File: src/rtl/axis_arb_pkg.sv
// Shared types and widths for the frame-granular AXI4-Stream arbiter.
package axis_arb_pkg;

  localparam int unsigned AXIS_DATA_WIDTH = 64;
  localparam int unsigned AXIS_KEEP_WIDTH = 8;

  typedef enum logic [0:0] {
    IDLE,
    LOCKED
  } arb_state_t;

endpackage

File: src/rtl/rr_picker.sv
// Round-robin picker: first set bit of req at or after ptr, searching upward with wrap-around.
module rr_picker #(
  parameter int unsigned NUM_PORTS = 2
) (
  input  logic [NUM_PORTS-1:0]         req,
  input  logic [$clog2(NUM_PORTS)-1:0] ptr,
  output logic                         found,
  output logic [$clog2(NUM_PORTS)-1:0] index
);

  localparam int unsigned PtrW = $clog2(NUM_PORTS);
  localparam logic [PtrW:0] PortsW = (PtrW + 1)'(NUM_PORTS);

  logic [2*NUM_PORTS-1:0] dbl;
  logic [NUM_PORTS-1:0]   rot;
  logic [PtrW-1:0]        off;
  logic [PtrW:0]          sum;

  always_comb begin
    dbl   = {req, req};
    // Doubling the vector turns the wrap-around search into a plain shift.
    rot   = NUM_PORTS'(dbl >> ptr);
    found = |req;
    off   = '0;
    for (int i = NUM_PORTS - 1; i >= 0; i--) begin
      if (rot[i]) begin
        off = PtrW'(i);
      end
    end
    sum = {1'b0, ptr} + {1'b0, off};
    if (sum >= PortsW) begin
      sum = sum - PortsW;
    end
    index = sum[PtrW-1:0];
  end

endmodule

File: src/rtl/axis_frame_arbiter.sv
// Frame-granular round-robin arbiter sharing one registered 64-bit AXI4-Stream output.
module axis_frame_arbiter
  import axis_arb_pkg::*;
#(
  parameter int unsigned NUM_PORTS = 2,
  parameter int unsigned ID_WIDTH  = $clog2(NUM_PORTS)
) (
  input  logic                                         clock,
  input  logic                                         aresetn,
  input  logic [NUM_PORTS-1:0][AXIS_DATA_WIDTH-1:0]    saxis_tdata,
  input  logic [NUM_PORTS-1:0][AXIS_KEEP_WIDTH-1:0]    saxis_tkeep,
  input  logic [NUM_PORTS-1:0]                         saxis_tuser,
  input  logic [NUM_PORTS-1:0]                         saxis_tlast,
  input  logic [NUM_PORTS-1:0]                         saxis_tvalid,
  output logic [NUM_PORTS-1:0]                         saxis_tready,
  output logic [AXIS_DATA_WIDTH-1:0]                   maxis_tdata,
  output logic [AXIS_KEEP_WIDTH-1:0]                   maxis_tkeep,
  output logic                                         maxis_tuser,
  output logic                                         maxis_tlast,
  output logic [ID_WIDTH-1:0]                          maxis_tid,
  output logic                                         maxis_tvalid,
  input  logic                                         maxis_tready,
  output logic                                         busy
);

  localparam int unsigned PtrW = $clog2(NUM_PORTS);

  arb_state_t      state_q, state_d;
  logic [PtrW-1:0] grant_q, grant_d;
  logic [PtrW-1:0] rr_ptr_q, rr_ptr_d;
  logic [PtrW-1:0] pick_index;
  logic            pick_found;
  logic            out_ready;
  logic            in_fire;

  rr_picker #(
    .NUM_PORTS(NUM_PORTS)
  ) u_picker (
    .req  (saxis_tvalid),
    .ptr  (rr_ptr_q),
    .found(pick_found),
    .index(pick_index)
  );

  always_comb begin
    state_d      = state_q;
    grant_d      = grant_q;
    rr_ptr_d     = rr_ptr_q;
    saxis_tready = '0;
    out_ready    = !maxis_tvalid || maxis_tready;
    in_fire      = 1'b0;
    case (state_q)
      IDLE: begin
        if (pick_found) begin
          grant_d = pick_index;
          state_d = LOCKED;
        end
      end
      LOCKED: begin
        saxis_tready[grant_q] = out_ready;
        in_fire               = out_ready && saxis_tvalid[grant_q];
        if (in_fire && saxis_tlast[grant_q]) begin
          state_d  = IDLE;
          rr_ptr_d = (grant_q == PtrW'(NUM_PORTS - 1)) ? '0 : grant_q + 1'b1;
        end
      end
      default: state_d = IDLE;
    endcase
  end

  always_ff @(posedge clock or negedge aresetn) begin
    if (!aresetn) begin
      state_q      <= IDLE;
      grant_q      <= '0;
      rr_ptr_q     <= '0;
      maxis_tdata  <= '0;
      maxis_tkeep  <= '0;
      maxis_tuser  <= 1'b0;
      maxis_tlast  <= 1'b0;
      maxis_tid    <= '0;
      maxis_tvalid <= 1'b0;
    end else begin
      state_q  <= state_d;
      grant_q  <= grant_d;
      rr_ptr_q <= rr_ptr_d;
      // A loading beat takes precedence over a drain in the same cycle.
      if (in_fire) begin
        maxis_tdata  <= saxis_tdata[grant_q];
        maxis_tkeep  <= saxis_tkeep[grant_q];
        maxis_tuser  <= saxis_tuser[grant_q];
        maxis_tlast  <= saxis_tlast[grant_q];
        maxis_tid    <= ID_WIDTH'(grant_q);
        maxis_tvalid <= 1'b1;
      end else if (maxis_tready) begin
        maxis_tvalid <= 1'b0;
      end
    end
  end

  assign busy = (state_q == LOCKED);

endmodule
File: config.mk
export PLATFORM = sky130hd
export DESIGN_NAME = axis_frame_arbiter
export DESIGN_NICKNAME = d
export VERILOG_FILES = /design/src/rtl/axis_arb_pkg.sv /design/src/rtl/rr_picker.sv /design/src/rtl/axis_frame_arbiter.sv
export SDC_FILE = /design/constraint.sdc
export NUM_CORES = 1
export LEC_CHECK = 0
export ABC_CLOCK_PERIOD_IN_PS = 2100
export CELL_PAD_IN_SITES_DETAIL_PLACEMENT = 0
export CELL_PAD_IN_SITES_GLOBAL_PLACEMENT = 2
export CORE_MARGIN = 2
export CORE_UTILIZATION = 24
export CTS_CLUSTER_DIAMETER = 60
export DETAILED_ROUTE_END_ITERATION = 10
export PLACE_DENSITY = 0.8
export SLEW_MARGIN = 20
export SYNTH_ARGS = -nofsm -noshare
export SYNTH_HDL_FRONTEND = slang
export SYNTH_HIERARCHICAL = 1
export SYNTH_SLANG_ARGS = --single-unit
File: constraint.sdc
create_clock -name clock -period 2.1 [get_ports clock]
set_input_delay 0.21 -clock clock [delete_from_list [all_inputs] [get_ports clock]]
set_output_delay 0.21 -clock clock [all_outputs]
set_load 0.01 [all_outputs]
==> summary.txt, run 1 <==
==================================================================================
Signed area change from the synthesized netlist to the final layout .       71.44%
Placement-stage worst setup slack ...................................    0.1953 ns
Post-CTS Setup Bufs .................................................            0
Number of sinks driven by the clock tree ............................           79
Hold Fails Final Rpt ................................................            0
Clock Skews .........................................................  0.003895 ns
Antenna diode instance count ........................................            0
First-pass DRT Iterations ...........................................            4
Total Routing Usage GR ..............................................       12.87%
Vias in the first global route ......................................         3375
Share of synthesized registers carrying an async set or reset .......       100.0%
Vias post-DR ........................................................         3022
Startpoint-to-endpoint class of the critical path ...................      reg2out
Residual overflow from global routing ...............................            0
Post-synthesis cell type with the largest combined area ............. sky130_fd_sc_hd__dfrtp_1
Warnings, synthesis .................................................            6
Number of buffers created by CTS ....................................            9
Required time at the endpoint of the critical path ..................      1.89 ns
Width of the chip ...................................................     134.3 um
Die footprint .......................................................  18030 sq um
Main synth FF type .................................................. sky130_fd_sc_hd__dfrtp_1
Number of nets in the layout ........................................          654
Delay of the slowest cell on the worst path .........................      0.53 ns
Share of the cycle needed by the critical path after routing ........       93.43%
# rows ..............................................................           47
Layout fillers ......................................................         1576
Library cell with the highest instance count after synthesis ........ sky130_fd_sc_hd__mux2_2
Effective utilization at floorplan ..................................       24.57%
Static leakage ......................................................     2.901 nW
Input/output buffers ................................................          231
Cells taking the most area after synthesis .......................... sky130_fd_sc_hd__dfrtp_1 49%, sky130_fd_sc_hd__mux2_2 30%, sky130_fd_sc_hd__mux2_4 14%, sky130_fd_sc_hd__buf_8 1.5%, sky130_fd_sc_hd__buf_4 0.74%
Clock-pin transition on the worst setup and hold timing paths .......      0.06 ns
Highest-delay cell along the critical path .......................... sky130_fd_sc_hd__clkdlybuf4s50_1
Sequential Area .....................................................   1981 sq um
Number of DRC markers in iteration 0 ................................           73
Synthesis-stage register bit count ..................................           79
Min cycle time layout ...............................................     1.962 ns
CP Launch Type ......................................................         flop
Setup slack after layout ............................................    0.1379 ns
Headroom to the max-slew limit ......................................       66.42%
H-tree Lvls .........................................................            3
Vias per cell .......................................................        4.163
Sequence of cells on the critical path .............................. buf_16, and3_1, clkdlybuf4s50_1
Worst slew pin tran .................................................    0.5038 ns
Data arrival at the endpoint of the critical path ...................      1.75 ns
Maximum vdd drop ....................................................    0.6271 mV
Synth Instances .....................................................          270
CTS tree ............................................................         done
Skew-Pair Late Insertion Delay ......................................      0.33 ns
Crit-path leading delay family ...................................... buffers and inverters
Number of enable flip-flop cells after synthesis ....................            0
Number of buffer and inverter stages on the critical path ...........            2
Number of setup violations in the final report ......................            0
Height of the chip ..................................................     134.3 um
Max-Cap Viols .......................................................            0
Area used by multi-input combinational logic ........................   1956 sq um
Fraction of final layout cells with drive strength greater than 1 ...       34.39%
Avg Cell Area, Syn ..................................................  15.09 sq um
Final-layout setup total negative slack .............................         0 ns
Critical Path Sink Type .............................................   output pin
Worst flop-to-flop path startpoint ..................................      grant_q
Count of cell types in the netlist ..................................           26
Number of pins exceeding their max-slew limit in the final report ...            0
Critical Path Start .................................................      grant_q
Global-route wire length before repair ..............................     17830 um
Initial antenna violation count .....................................            0
RSZ-0062 raised after global routing ................................           no
Number of nets produced by synthesis ................................          423
Residual DRC count ..................................................            0
P per Cell Area ..................................................... 1409 nW/um^2
Routed length per placed instance ...................................     15.73 um
I/O pin count .......................................................          232
Largest fanout on the critical path .................................           40
Mapped cell area ....................................................   4074 sq um
Run status ..........................................................    completed
Sequential cell area fraction in the yosys report ...................       48.53%
Number of routed nets with antenna violations .......................            0
Clock tree root driver cell ......................................... sky130_fd_sc_hd__clkbuf_16
Leading cell types by count after synthesis ......................... 110 x sky130_fd_sc_hd__mux2_2, 79 x sky130_fd_sc_hd__dfrtp_1, 38 x sky130_fd_sc_hd__mux2_4, 8 x sky130_fd_sc_hd__clkbuf_1
Total Routed Length .................................................     11420 um
Placer congestion estimate ..........................................       0.7263
Achievable frequency ................................................    509.7 MHz
Core Region .........................................................  16580 sq um
Pin count of the biggest net entering global routing ................           45
Share of the synthesized area in the top cell type ..................       48.53%
Post-DP HPWL ........................................................      8138 um
Buffer levels on the longest clock path .............................            2
Path type of the worst min-delay path ...............................     in2async
==================================================================================
==> worst reg2reg max path: cells and delay by family, from the launching register on <==
family,cells,cell delay (ns)
muxes,2,0.75
and+or+nand+nor,1,0.12
buffers and inverters,1,0.26
DFF,1,0.52
==> layout by cell type, fill, tap and decap left out, drive strengths merged, types with 2 or more instances in the layout <==
cell / count
buf: 7
clkbuf: 13
clkdlybuf4s50: 230
clkinv: 2
dfrtp: 79
inv: 2
mux2: 148
nand2: 3
nand2b: 2
nand3: 2
nor2: 2
nor2b: 2
==> power by group <==
group | internal [W] | switching [W]
Sequential | 0.00233 | 0.000455
Combinational | 0.00350 | 0.00194
Clock | 0.00101 | 0.000604
Total | 0.00685 | 0.00299
==> registers in the layout, summed over array words and instances (netlist names) <==
register	cells
maxis_tuser	1
grant_q	1
busy	1
maxis_tvalid	1
maxis_tdata	64
maxis_tid	1
maxis_tkeep	8
maxis_tlast	1
rr_ptr_q	1
==> metrics by stage <==
| step | utilization (%) | cells | total power (W) | hold WS, ns | instance area [sq um] |
|---|---|---|---|---|---|
| final | 42.12 | 726 | 0.009841 | 0.3903 | 6984 |
| after global routing | 42.12 | 726 | 0.01046 | 0.4289 | 6984 |
| after CTS | 42.12 | 726 | 0.01002 | 0.4026 | 6984 |
| after detailed placement | 39.94 | 708 | 0.008168 | 0.2208 | 6624 |
| after global placement | 39.94 | 708 | 0.008105 | 0.2092 | 6624 |
| after floorplan | - | 270 | 0.005808 | -0.08559 | 4074 |
==> path summary, 6_finish.rpt <==
| kind | endpoint | slack (ns) | cells after the start |
|---|---|---|---|
| min in group clock | maxis_tdata[34] | 0.50 | 1 |
| max reg2reg | maxis_tkeep[7] | 0.34 | 4 |
| min | maxis_tdata[18] | 0.39 | 2 |
| max | saxis_tready[1] | 0.14 | 3 |
| min reg2reg | maxis_tdata[34] | 0.50 | 1 |
| max in group asynchronous | maxis_tdata[10] | 1.11 | 3 |
==> routing by layer <==
| layer | up-vias | GRT usage [%] | wire length (um) |
|---|---|---|---|
| met4 | 0 | 6.199 | 241 |
| met5 | - | 0 | 0 |
| met3 | 17 | 3.553 | 778 |
| li1 | 1435 | - | - |
| met2 | 111 | 22.28 | 5875 |
| met1 | 1459 | 14.65 | 4525 |
==> cell type report <==
type / instances / share of cell area, %
repair buffers: 239 / 35.15
flip-flops and latches: 79 / 28.36
multi-input cells: 170 / 28.00
well taps: 220 / 3.941
clock buffers: 13 / 3.870
clock inverters: 3 / 0.5733
inverters: 2 / 0.1075
==> logic make-up after synthesis <==
group                  Yosys count  synth area share, %
AO/OA/AOI/OAI                    6                1.106
buffers and inverters           21                3.655
flip-flops                      79                48.53
multiplexers                   149                44.66
AND/OR/NAND/NOR                 15                2.058
==> timing repair <==
item | 4_1_cts | 5_1_grt
endpoints found under the setup margin | 1 | 0
endpoints found under the hold margin | 35 | 0
hold buffers | 1 | 0
resized for setup | 1 | 0
Power figures use the tool's default switching activity.
==> run 2: changes to the inputs <==
--- a/config.mk
+++ b/config.mk
@@ -12,7 +12,8 @@
 export CORE_UTILIZATION = 24
 export CTS_CLUSTER_DIAMETER = 60
 export DETAILED_ROUTE_END_ITERATION = 10
-export PLACE_DENSITY = 0.8
+export GPL_ROUTABILITY_DRIVEN = 0
+export PLACE_DENSITY_LB_ADDON = 0.1
 export SLEW_MARGIN = 20
 export SYNTH_ARGS = -nofsm -noshare
 export SYNTH_HDL_FRONTEND = slang
==> summary.txt, run 2 (synthesis results as in run 1) <==
=====================================================================================
Worst flop-to-flop path startpoint .....................................      grant_q
Headroom to the max-slew limit .........................................       61.15%   -5.3 points
Total Routing Usage GR .................................................       12.71%   -0.16 points
Run status .............................................................    completed
Vias post-DR ...........................................................         2973   -1.6%
Worst reg2reg path endpoint ............................................ maxis_tkeep[7]
Largest regs ........................................................... maxis_tdata (64), maxis_tkeep (8)
Startpoint-to-endpoint class of the critical path ......................      reg2out
Static leakage .........................................................     2.855 nW   -1.6%
Placement-stage worst setup slack ......................................    0.1982 ns   +0.002856 ns
Effective utilization at floorplan .....................................       24.57%   unchanged
Sequence of cells on the critical path ................................. buf_12, and3_1, clkdlybuf4s50_1
Final-layout setup total negative slack ................................         0 ns   unchanged
Most frequent standard cell in the layout excluding fill and tap cells . sky130_fd_sc_hd__clkdlybuf4s50_1
Number of pins exceeding their max-slew limit in the final report ......            0   unchanged
Core Region ............................................................  16580 sq um   unchanged
Clock-pin transition on the worst setup and hold timing paths ..........      0.06 ns   about the same
Max-Cap Viols ..........................................................            0   unchanged
Die footprint ..........................................................  18030 sq um   unchanged
Input/output buffers ...................................................          231   unchanged
Post-layout instance count excluding filler cells ......................          726   unchanged
Post-DP HPWL ...........................................................      8362 um   +2.8%
I/O pin count ..........................................................          232   unchanged
Height of the chip .....................................................     134.3 um   unchanged
Critical Path Sink Type ................................................   output pin
Post-Route Utilization .................................................       41.60%   -0.51 points
Routed length per placed instance ......................................     15.56 um   -1.1%
Register with the most flip-flops ......................................  maxis_tdata
Width of the chip ......................................................     134.3 um   unchanged
Number of sinks driven by the clock tree ...............................           79   unchanged
Number of DRC markers in iteration 0 ...................................           88   +21%
Achievable frequency ...................................................    518.2 MHz   +1.7%
H-tree Lvls ............................................................            3   unchanged
Residual DRC count .....................................................            0   unchanged
Path type of the worst min-delay path ..................................     in2async
Reg2Reg Depth ..........................................................            4   unchanged
# rows .................................................................           47   unchanged
Skew-Pair Late Insertion Delay .........................................      0.34 ns   about the same
Signed area change from the synthesized netlist to the final layout ....       69.35%
Vias per cell ..........................................................        4.095   -1.6%
Data arrival at the endpoint of the critical path ......................      1.72 ns   -0.03 ns
Worst slew pin tran ....................................................    0.5827 ns   +0.07892 ns
Vias in the first global route .........................................         3188   -5.5%
Clock Skews ............................................................  0.005414 ns   +0.001519 ns
Number of routed nets with antenna violations ..........................            0   unchanged
Antenna diode instance count ...........................................            0   unchanged
GRT met3 Usage .........................................................       5.593%   +2.0 points
Total Routed Length ....................................................     11300 um   -1.1%
Required time at the endpoint of the critical path .....................      1.89 ns   about the same
Residual overflow from global routing ..................................            0   unchanged
CTS tree ...............................................................         done
Global-route wire length before repair .................................     17440 um   -2.2%
Buffer levels on the longest clock path ................................            2   unchanged
Max FFs per register ...................................................           64   unchanged
Number of buffers created by CTS .......................................            9   unchanged
Maximum vdd drop .......................................................    0.5885 mV   -6.2%
GRT met2 Usage .........................................................       21.15%   -1.1 points
Number of cells after detailed placement ...............................          710   +0.28%
Critical Path Start ....................................................      grant_q
RSZ-0062 raised after global routing ...................................           no
Number of nets in the layout ...........................................          655   +0.15%
Highest-delay cell along the critical path ............................. sky130_fd_sc_hd__clkdlybuf4s50_1
Number of setup violations in the final report .........................            0   unchanged
Pin count of the biggest net entering global routing ...................           43   -4.4%
Initial antenna violation count ........................................            0   unchanged
CP Launch Type .........................................................         flop
P per Cell Area ........................................................ 1375 nW/um^2   -2.4%
R2R setup slack ........................................................      0.36 ns   +0.02 ns
Share of the cycle needed by the critical path after routing ...........       91.89%   -1.5 points
Most crowded layer after global routing ................................         met2
First-pass DRT Iterations ..............................................            4   unchanged
Clock tree root driver cell ............................................ sky130_fd_sc_hd__clkbuf_16
Setup slack after layout ...............................................    0.1702 ns   +0.03235 ns
Hold Fails Final Rpt ...................................................            0   unchanged
Min cycle time layout ..................................................     1.930 ns   -0.03235 ns
Met1 layer usage reported by global route ..............................       14.76%   +0.10 points
Most used cells in the layout excluding fill and tap cells ............. 230 x sky130_fd_sc_hd__clkdlybuf4s50_1, 110 x sky130_fd_sc_hd__mux2_2, 78 x sky130_fd_sc_hd__dfrtp_1
Fraction of final layout cells with drive strength greater than 1 ......       33.79%   -0.59 points
Layout fillers .........................................................         1555   -1.3%
Delay of the slowest cell on the worst path ............................      0.53 ns   about the same
Largest fanout on the critical path ....................................           38   -5.0%
=====================================================================================
run 2: per-layer routing:
| layer | part of all wire (%) | vias to the layer above | routed length (um) |
|---|---|---|---|
| li1 | - | 1433 | - |
| met1 | 41 | 1402 | 4577 |
| met2 | 49 | 129 | 5516 |
| met3 | 9.2 | 9 | 1038 |
| met4 | 1.5 | 0 | 166 |
| met5 | 0 | - | 0 |
run 2: through the flow:
stage / area (sq um) / hold slack [ns] / power, W
finish: 6899 / 0.4098 / 0.009487
global route: 6899 / 0.4642 / 0.01013
CTS: 6899 / 0.4352 / 0.009704
detailed placement: 6639 / 0.2490 / 0.008222
global placement: 6639 / 0.2482 / 0.008206
floorplan: 4074 / -0.08559 / 0.005808
run 2: critical path: cells and delay by family, from the launching register on:
kind / cells / cell delay [ns]
flip-flops: 1 / 0.44
AND/OR/NAND/NOR: 1 / 0.18
buffers and inverters: 2 / 0.76
run 2: final cells by class:
class	instances	area (sq um)	share of cell area [%]
Timing Repair Buffer	240	2430	35.22
Multi-Input combinational cell	170	1956	28.35
Clock inverter	2	10.01	0.1451
Sequential cell	79	1981	28.71
Clock buffer	13	240.2	3.482
Inverter	2	7.507	0.1088
Tap cell	220	275.3	3.990
run 2: worst max path at each step:
stage / endpoint / slack [ns] / depth (start not counted)
after floorplan: maxis_tdata[0] / 0.48 / 6
after global placement: maxis_tdata[35] / 0.24 / 5
after detailed placement: maxis_tkeep[7] / 0.20 / 5
after CTS: saxis_tready[1] / 0.12 / 3
after global routing: saxis_tready[1] / 0.04 / 3
final: saxis_tready[1] / 0.17 / 3
run 2: what timing repair did:
| action | CTS | global route |
|---|---|---|
| hold endpoints to repair | 41 | 0 |
| gates resized for setup | 0 | 0 |
| hold buffers | 1 | 0 |
| buffers inserted | 0 | 0 |
run 2: report_power, final:
group          internal (W)  switching (W)  leakage, nW
sequential          0.00233       0.000433        0.921
clock              0.000792       0.000595        0.123
combinational       0.00343        0.00190         1.81
